`src/rtl/mux_rr_nto1.sv`:
```
// N-to-1 registered multiplexer with per-channel valid/ready and a one-entry output buffer.
// Selection is either an explicit channel select (MODE=0) or round-robin among valid channels (MODE=1).
module mux_rr_nto1 #(
    parameter int WIDTH = 48,
    parameter int N     = 4,
    parameter int SW    = $clog2(N),
    parameter int MODE  = 0
) (
    input  logic               Clock,
    input  logic               Reset,
    input  logic [N*WIDTH-1:0] Hyrja,
    input  logic [N-1:0]       HyrjaValid,
    output logic [N-1:0]       HyrjaReady,
    input  logic [SW-1:0]      S,
    output logic [WIDTH-1:0]   Dalja,
    output logic               DaljaValid,
    input  logic               DaljaReady,
    output logic [SW-1:0]      DaljaKanali
);

    logic [SW-1:0]    ptr_p1;
    logic             accept_p0;
    logic             xfer_p0;
    logic             grant_vld_p0;
    logic [SW-1:0]    grant_p0;
    logic [WIDTH-1:0] data_sel_p0;

    logic             hi_vld_p0;
    logic [SW-1:0]    hi_idx_p0;
    logic             lo_vld_p0;
    logic [SW-1:0]    lo_idx_p0;

    // Stage p0: buffer availability, grant selection and handshake
    assign accept_p0 = !DaljaValid || DaljaReady;

    // Round-robin search: lowest valid channel at or above ptr, else lowest valid overall.
    always_comb begin
        hi_vld_p0 = 1'b0;
        hi_idx_p0 = '0;
        lo_vld_p0 = 1'b0;
        lo_idx_p0 = '0;
        for (int i = N - 1; i >= 0; i--) begin
            if (HyrjaValid[i]) begin
                lo_vld_p0 = 1'b1;
                lo_idx_p0 = SW'(i);
                if (SW'(i) >= ptr_p1) begin
                    hi_vld_p0 = 1'b1;
                    hi_idx_p0 = SW'(i);
                end
            end
        end
    end

    always_comb begin
        grant_vld_p0 = 1'b0;
        grant_p0     = '0;
        if (MODE == 0) begin
            // S values at or beyond N match no channel and therefore never grant.
            for (int i = 0; i < N; i++) begin
                if (S == SW'(i) && HyrjaValid[i]) begin
                    grant_vld_p0 = 1'b1;
                    grant_p0     = SW'(i);
                end
            end
        end else if (hi_vld_p0) begin
            grant_vld_p0 = 1'b1;
            grant_p0     = hi_idx_p0;
        end else if (lo_vld_p0) begin
            grant_vld_p0 = 1'b1;
            grant_p0     = lo_idx_p0;
        end
    end

    always_comb begin
        data_sel_p0 = '0;
        for (int i = 0; i < N; i++) begin
            if (grant_p0 == SW'(i)) begin
                data_sel_p0 = Hyrja[i*WIDTH +: WIDTH];
            end
        end
    end

    assign xfer_p0 = accept_p0 && grant_vld_p0;

    always_comb begin
        HyrjaReady = '0;
        for (int i = 0; i < N; i++) begin
            HyrjaReady[i] = !Reset && xfer_p0 && (grant_p0 == SW'(i));
        end
    end

    // Stage p1: output buffer and round-robin pointer
    always_ff @(posedge Clock) begin
        if (Reset) begin
            DaljaValid  <= 1'b0;
            Dalja       <= '0;
            DaljaKanali <= '0;
            ptr_p1      <= '0;
        end else if (xfer_p0) begin
            DaljaValid  <= 1'b1;
            Dalja       <= data_sel_p0;
            DaljaKanali <= grant_p0;
            if (MODE == 1) begin
                ptr_p1 <= (int'(grant_p0) == N - 1) ? '0 : grant_p0 + SW'(1);
            end
        end else if (DaljaReady) begin
            DaljaValid <= 1'b0;
        end
    end

endmodule

```
`config.mk`:
```
export PLATFORM = sky130hd
export DESIGN_NAME = mux_rr_nto1
export DESIGN_NICKNAME = d
export VERILOG_FILES = /design/src/rtl/mux_rr_nto1.sv
export SDC_FILE = /design/constraint.sdc
export NUM_CORES = 1
export LEC_CHECK = 0
export ABC_CLOCK_PERIOD_IN_PS = 3100
export CORE_ASPECT_RATIO = 1.1
export CORE_MARGIN = 2
export CORE_UTILIZATION = 35
export CTS_CLUSTER_DIAMETER = 150
export DETAILED_ROUTE_END_ITERATION = 8
export PLACE_DENSITY_LB_ADDON = 0.12
export SLEW_MARGIN = 20
export SYNTH_ARGS = -nofsm -noshare
export SYNTH_HDL_FRONTEND = slang
export SYNTH_SLANG_ARGS = --single-unit
```
`constraint.sdc`:
```
create_clock -name Clock -period 3.1 [get_ports Clock]
set_input_delay 0.62 -clock Clock [delete_from_list [all_inputs] [get_ports Clock]]
set_output_delay 0.62 -clock Clock [all_outputs]
set_load 0.01 [all_outputs]
```
==> impl_metrics.yaml, run 1 <==
outcome:
  result_of_the_run: "finished clean"
worst_hold_path:
  hold_class: "flop to flop"
die:
  dieHeight_um: 108
  fp.dieArea_sq_mm: 0.0107
  placementRows: 38
  initial_core_util_pct: 35.6
  num_io_pins: 256
  die_w_um: 98.9
  placeableCoreArea_sq_mm: 0.00975
yosys:
  synth-adder-area-share_pct: 0
  synth-warning-count: 0
  syn-mean-instance-area_sq_um: 7.68
  synth_xor_area_share_pct: 0
  synth-seq-cells: 51
  synth-seq-area-share_pct: 29.5
  synth_simple_gate_area_share_pct: 18.8
  yosys.area.top_type_share_pct: 29.5
  syn_std_cell_area_sq_mm: 0.00347
  ys_top_cells_by_area: "sky130_fd_sc_hd__dfxtp_1, sky130_fd_sc_hd__a311oi_2, sky130_fd_sc_hd__nand2_1"
  async_flop_share_pct: 0
  synth-compound-area-share_pct: 43.3
  synth_top_family_by_area: "compound AO/OA/AOI/OAI gates"
  postSynthCellCount: 451
  synth-edff-count: 0
  yosysTopAreaCell: "sky130_fd_sc_hd__dfxtp_1"
  post_synth_num_cell_types: 27
  proportion_of_synthesized_area_in_mux_cells_pct: 1.23
  postSynthNetCount: 652
  post_synth_top_flop: "sky130_fd_sc_hd__dfxtp_1"
sta:
  fmaxAchievable_ghz: 0.339
  slew_headroom_pct: 51.3
  fin_tns_setup_ps: 0
  final.setup.worst_slack_ps: 152
  report.final.hold_viol_count: 0
  tightest_slew_ps: 730
  final_count_of_pins_violating_max_slew: 0
  finalWorstPathRequiredPeriod_ps: 2950
  setup_viol_count_final: 0
  fin_skew_ps: 10.1
  grt_setup_unrepaired: "false"
  final_critical_path_share_of_the_clock_period_pct: 95.1
  final.hold.worst_slack_ps: 486
placed_design:
  pre_cts_slack_ps: -23.6
  buffer_ports.inserted: 255
  detailed_place_hpwl_mm: 10.2
  gp_routability_congestion: 0.822
setup_path:
  setup.worst_path.start_class: "input pin"
  setup.worst_path.end_class: "output pin"
  path_class: "input pin to output pin"
  critical_path.cell_chain: "clkdlybuf4s50_1 -> mux4_2 -> nand2_1 -> buf_4 -> nor3_1 -> dlygate4sd2_1"
  timing.critical_path.fanout_max: 5
  timing.critical_path.arrival_ps: 2330
  timing.reg2reg.worst_path_depth: 5
  r2r-end: "Dalja[38]"
  reg_to_reg_startpoint: "DaljaValid"
  critical_path_destination: "HyrjaReady[1]"
  cp.required_ps: 2480
  critical_path.slowest_cell: "sky130_fd_sc_hd__mux4_2"
  critical_path.max_stage_delay_ps: 550
  rrSetupSlack_ps: 1480
  setup.worst_path.start: "S[1]"
clock_network:
  cts_h_tree_lvls: 2
  tritoncts: "done"
  post_cts_hold_buffer_count: 0
  worstSkewPairLatency_ps: 310
  clock_tree.buffer_depth: 2
  clkTransAtPathRegs_ps: 100
  tritoncts.num_buffers: 5
  cts_sinks: 51
  clockRootBuffer: "sky130_fd_sc_hd__clkbuf_8"
global_route:
  global_route_wire_length_before_repair_mm: 21.6
  antenna_found_initial: 0
  pin_count_of_the_biggest_net_entering_global_routing: 87
  globalRouteTotalUtil_pct: 25.3
  grt_pass1_vias: 4405
  grt_remaining_overflow: 0
routing:
  post_drt_wl_per_cell_um: 17.7
  drt_first_iter_violations: 184
  wl_mm: 14.3
  detail_route.vias_per_cell: 5.37
  drc: 0
  drt-pass1-iter-count: 4
  antenna_left: 0
  vias: 4332
layout:
  design.final.nets: 888
  final_layout_size_suffix_gt1_share_pct: 10.2
  register_area_sq_mm: 0.00102
  finalCoreUtilization_pct: 63.5
  top_library_cells_by_usage_in_the_layout_fill_and_taps_aside: "sky130_fd_sc_hd__clkdlybuf4s50_1, sky130_fd_sc_hd__nand2_1, sky130_fd_sc_hd__dfxtp_1, sky130_fd_sc_hd__nor2_1, sky130_fd_sc_hd__a21o_1"
  flow.area_growth_from_synthesis_pct: 78.6
  diodes: 0
  num-fill-cells: 880
  mostFrequentLayoutCell: "sky130_fd_sc_hd__clkdlybuf4s50_1"
  multi_input_area_sq_mm: 0.00220
flow_run:
  max-cap-violations: 0
power_and_ir_drop:
  power.sequential.fraction_pct: 37.6
  pwr_density_cell_mw_per_mm2: 331
  pwr-share-comb_pct: 43.8
  leakage_nw: 2.48
  share_of_total_power_consumed_by_net_switching_pct: 31.1
  switching_power_mw: 0.638
  p_int_mw: 1.41
  peakVddDrop_v: 0.000188
  power.share.clock_pct: 18.6
  finalPower_mw: 2.05
## Yosys cell counts, types with 2 or more instances
cell type                   instances
sky130_fd_sc_hd__buf_2             13
sky130_fd_sc_hd__o2111ai_1          2
sky130_fd_sc_hd__buf_4              2
sky130_fd_sc_hd__a221oi_1          10
sky130_fd_sc_hd__mux2i_1            2
sky130_fd_sc_hd__a21o_1            46
sky130_fd_sc_hd__a211oi_1          10
sky130_fd_sc_hd__clkbuf_1          27
sky130_fd_sc_hd__o21ai_0           38
sky130_fd_sc_hd__and3b_1            2
sky130_fd_sc_hd__nor3_1             3
sky130_fd_sc_hd__dfxtp_1           51
sky130_fd_sc_hd__a211o_1            2
sky130_fd_sc_hd__a21oi_1           39
sky130_fd_sc_hd__nand2_1           98
sky130_fd_sc_hd__nand3b_1           2
sky130_fd_sc_hd__and3_1             3
sky130_fd_sc_hd__a311oi_2          37
sky130_fd_sc_hd__o22a_1             2
sky130_fd_sc_hd__nor2_1            50
sky130_fd_sc_hd__buf_6              6
## power by group through the flow
stage | clock (mW) | combinational, mW | sequential [mW]
after floorplan | 0 | 0.368 | 0.819
after global placement | 0 | 0.876 | 0.783
after detailed placement | 0 | 0.891 | 0.786
after CTS | 0.390 | 0.895 | 0.772
after global routing | 0.419 | 0.964 | 0.780
final | 0.382 | 0.897 | 0.771
## critical path: cells and delay by family
kind,cells,cell delay (ps)
buf+inv,3,970
mux,1,550
simple gates,2,200
## cells by family (layout without fill, tap and decap cells)
family | after synthesis | count (layout)
AO/OA/AOI/OAI | 186 | 186
AND/OR/NAND/NOR | 163 | 163
flip-flops | 51 | 51
buffers and inverters | 48 | 283
multiplexers | 3 | 3
## what timing repair did
action / in CTS / in global routing
gates resized for setup: 3 / 1
setup buffers: 0 / 0
endpoints found under the setup margin: 3 / 1
## registers in the layout, summed over array words and instances (netlist names)
signal       flops
Dalja           48
DaljaKanali      2
DaljaValid       1
## stage by stage
step	instance area [sq um]	std cells
final	6190	806
after global placement	6090	799
after floorplan	3470	451
after CTS	6160	805
after global routing	6190	806
after detailed placement	6090	799
## cell type report
cell class | count | share of cell area [%]
multi-input cells | 352 | 35.6
flip-flops and latches | 51 | 16.5
clock buffers | 6 | 1.17
repair buffers | 277 | 44.3
well taps | 120 | 2.43
## worst min path at each step
stage | from | endpoint | cells past startpoint
after floorplan | Dalja[11] | Dalja[11] | 2
after global placement | Dalja[12] | Dalja[12] | 2
after detailed placement | Dalja[12] | Dalja[12] | 2
after CTS | Dalja[11] | Dalja[11] | 2
after global routing | Dalja[12] | Dalja[12] | 2
final | Dalja[11] | Dalja[11] | 2
## layer usage
layer  vias to the layer above  GRT usage [%]  wire, um
li1                       2096              -         -
met1                      2020           26.3      5350
met2                       191           48.5      7430
met3                        25           6.98      1190
met4                         0           8.51       314
met5                         -              0         0
Note: power is estimated with default switching activity, not from simulation.
==> run 2: changes to the inputs <==
--- a/config.mk
+++ b/config.mk
@@ -12,6 +12,7 @@
 export CTS_CLUSTER_DIAMETER = 150
 export DETAILED_ROUTE_END_ITERATION = 8
 export PLACE_DENSITY_LB_ADDON = 0.12
+export REMOVE_ABC_BUFFERS = 1
 export SLEW_MARGIN = 20
 export SYNTH_ARGS = -nofsm -noshare
 export SYNTH_HDL_FRONTEND = slang
==> run 2 against run 1 <==
  * Hold slack got worse by 26 ps
  * Critical path depth decreased by 1
  * Count of clock-buffer cells in the layout unchanged
  * Critical endpoint is now HyrjaReady[0]
  * Clock skew decreased by 5.5 ps
  * Largest power group unchanged
==> impl_metrics.yaml, run 2 (same netlist as run 1, synthesis figures left out) <==
sta:
  slew_headroom_pct: 61.8
  setup_viol_count_final: 0
  final.setup.worst_slack_ps: 297
  finalWorstPathRequiredPeriod_ps: 2800
  tightest_slew_ps: 573
  report.final.hold_viol_count: 0
  final_critical_path_share_of_the_clock_period_pct: 90.4
  fin_skew_ps: 4.58
  grt_setup_unrepaired: "false"
  final_count_of_pins_violating_max_slew: 0
  fmaxAchievable_ghz: 0.357
layout:
  largest_register_ffs: 48
  design.final.nets: 891
  final_cell_area_sq_mm: 0.00624
  final_layout_size_suffix_gt1_share_pct: 11.0
  diodes: 0
  num-fill-cells: 862
  flow.area_growth_from_synthesis_pct: 80.0
  top_library_cells_by_usage_in_the_layout_fill_and_taps_aside: "sky130_fd_sc_hd__clkdlybuf4s50_1, sky130_fd_sc_hd__nand2_1, sky130_fd_sc_hd__dfxtp_1, sky130_fd_sc_hd__nor2_1, sky130_fd_sc_hd__a21o_1"
  largestRegisters: "Dalja x48, DaljaKanali x2, DaljaValid x1"
  mostFrequentLayoutCell: "sky130_fd_sc_hd__clkdlybuf4s50_1"
  finalCoreUtilization_pct: 64.0
  registers.top_by_ff_count: "Dalja"
die:
  fp.dieArea_sq_mm: 0.0107
  placeableCoreArea_sq_mm: 0.00975
  placementRows: 38
  die_w_um: 98.9
  num_io_pins: 256
  dieHeight_um: 108
  initial_core_util_pct: 35.6
flow_run:
  max-cap-violations: 0
global_route:
  grt_pass1_vias: 4270
  pin_count_of_the_biggest_net_entering_global_routing: 49
  grt_remaining_overflow: 0
  global_route_wire_length_before_repair_mm: 20.8
  globalRouteTotalUtil_pct: 24.3
  antenna_found_initial: 0
routing:
  antenna_left: 0
  drc: 0
  vias: 4324
  drt-pass1-iter-count: 5
  drt_first_iter_violations: 202
  wl_mm: 13.7
  detail_route.vias_per_cell: 5.33
  post_drt_wl_per_cell_um: 16.9
setup_path:
  worstPathBufferInverterCount: 2
  setup.worst_path.start_class: "input pin"
  setup.worst_path.end_class: "output pin"
  path_class: "input pin to output pin"
  timing.critical_path.arrival_ps: 2180
  critical_path.max_stage_delay_ps: 450
  critical_path.slowest_cell: "sky130_fd_sc_hd__clkdlybuf4s50_1"
  timing.critical_path.fanout_max: 3
  critical_path.cell_chain: "clkdlybuf4s50_1 -> mux4_2 -> nand2_2 -> nor4_1 -> dlygate4sd2_1"
  cp.required_ps: 2480
  cp_top_family: "buffers and inverters"
placed_design:
  area_after_detailed_placement_sq_mm: 0.00615
  pre_cts_slack_ps: -11.6
  detailed_place_hpwl_mm: 10.2
  gp_routability_congestion: 0.847
  buffer_ports.inserted: 255
power_and_ir_drop:
  p_int_mw: 1.42
  peakVddDrop_v: 0.000211
  power.share.clock_pct: 19.0
  leakage_nw: 2.52
  share_of_total_power_consumed_by_net_switching_pct: 31.1
  pwr-share-comb_pct: 43.7
  switching_power_mw: 0.642
  pwr_density_cell_mw_per_mm2: 331
  power.sequential.fraction_pct: 37.3
clock_network:
  cts_h_tree_lvls: 2
  clkTransAtPathRegs_ps: 90
  worstSkewPairLatency_ps: 300
  tritoncts: "done"
  clockRootBuffer: "sky130_fd_sc_hd__clkbuf_8"
  tritoncts.num_buffers: 5
  clock_tree.buffer_depth: 2
  post_cts_hold_buffer_count: 0
  cts_sinks: 51
worst_hold_path:
  hold_class: "flop to flop"
outcome:
  result_of_the_run: "finished clean"
==> run 2: cell count changes in the layout (fill, tap and decap cells not counted) <==
cell                             before  now
sky130_fd_sc_hd__buf_16               1    0
sky130_fd_sc_hd__dlygate4sd2_1        3    1
sky130_fd_sc_hd__buf_4               20   22
sky130_fd_sc_hd__clkinvlp_4           0    1
sky130_fd_sc_hd__dlymetal6s2s_1       1    3
sky130_fd_sc_hd__nand2_2              0    1
sky130_fd_sc_hd__buf_12               1    3
sky130_fd_sc_hd__nand2_1             98   97
sky130_fd_sc_hd__clkinv_2             0    1
==> run 2: path summary, 6_finish.rpt <==
| check | from | end | slack, ps | cells past startpoint |
|---|---|---|---|---|
| setup reg to reg | DaljaValid | Dalja[33] | 1710 | 6 |
| setup / recovery | S[1] | HyrjaReady[0] | 300 | 5 |
| hold / removal | Dalja[12] | Dalja[12] | 460 | 2 |
| hold reg to reg | Dalja[12] | Dalja[12] | 460 | 2 |
==> run 2: cell type report <==
class	count	area (sq um)	share of cell area (%)
clock inverters	2	12.5	0.201
flip-flops and latches	51	1020	16.4
clock buffers	6	72.6	1.16
well taps	120	150	2.41
multi-input cells	352	2200	35.3
repair buffers	280	2780	44.5
==> run 2: power groups by stage <==
stage | Clock [mW] | Sequential, mW | Combinational [mW]
floorplan | 0 | 0.820 | 0.328
global placement | 0 | 0.781 | 0.892
detailed placement | 0 | 0.785 | 0.904
CTS | 0.409 | 0.770 | 0.907
global route | 0.435 | 0.780 | 0.971
finish | 0.393 | 0.770 | 0.903
==> run 2: metal layers <==
| layer | track usage (%) | up-vias | wire length, um |
|---|---|---|---|
| met5 | 0 | - | 0 |
| met4 | 10.2 | 0 | 448 |
| met3 | 5.56 | 27 | 969 |
| met2 | 44.9 | 167 | 7010 |
| met1 | 26.6 | 2027 | 5290 |
| li1 | - | 2103 | - |
==> run 2: tightest hold or removal path: stages (launching register included) <==
cell and delay (ps):
sky130_fd_sc_hd__dfxtp_1 320, sky130_fd_sc_hd__nand2_1 50, sky130_fd_sc_hd__a21oi_1 50
==> run 2: per-stage QoR <==
step                setup TNS (ps)  std cells  total power, mW  hold slack [ps]
global route                     0        811             2.19              491
finish                           0        811             2.07              460
detailed placement           -11.6        803             1.69              451
global placement                 0        803             1.67              446
floorplan                   -16260        403             1.15              474
CTS                              0        811             2.09              464
==> run 2: what timing repair did <==
item | 4_1_cts | 5_1_grt
resized for setup | 1 | 4
pin swaps | 0 | 0
buffers inserted | 0 | 0
setup endpoints to repair | 1 | 3
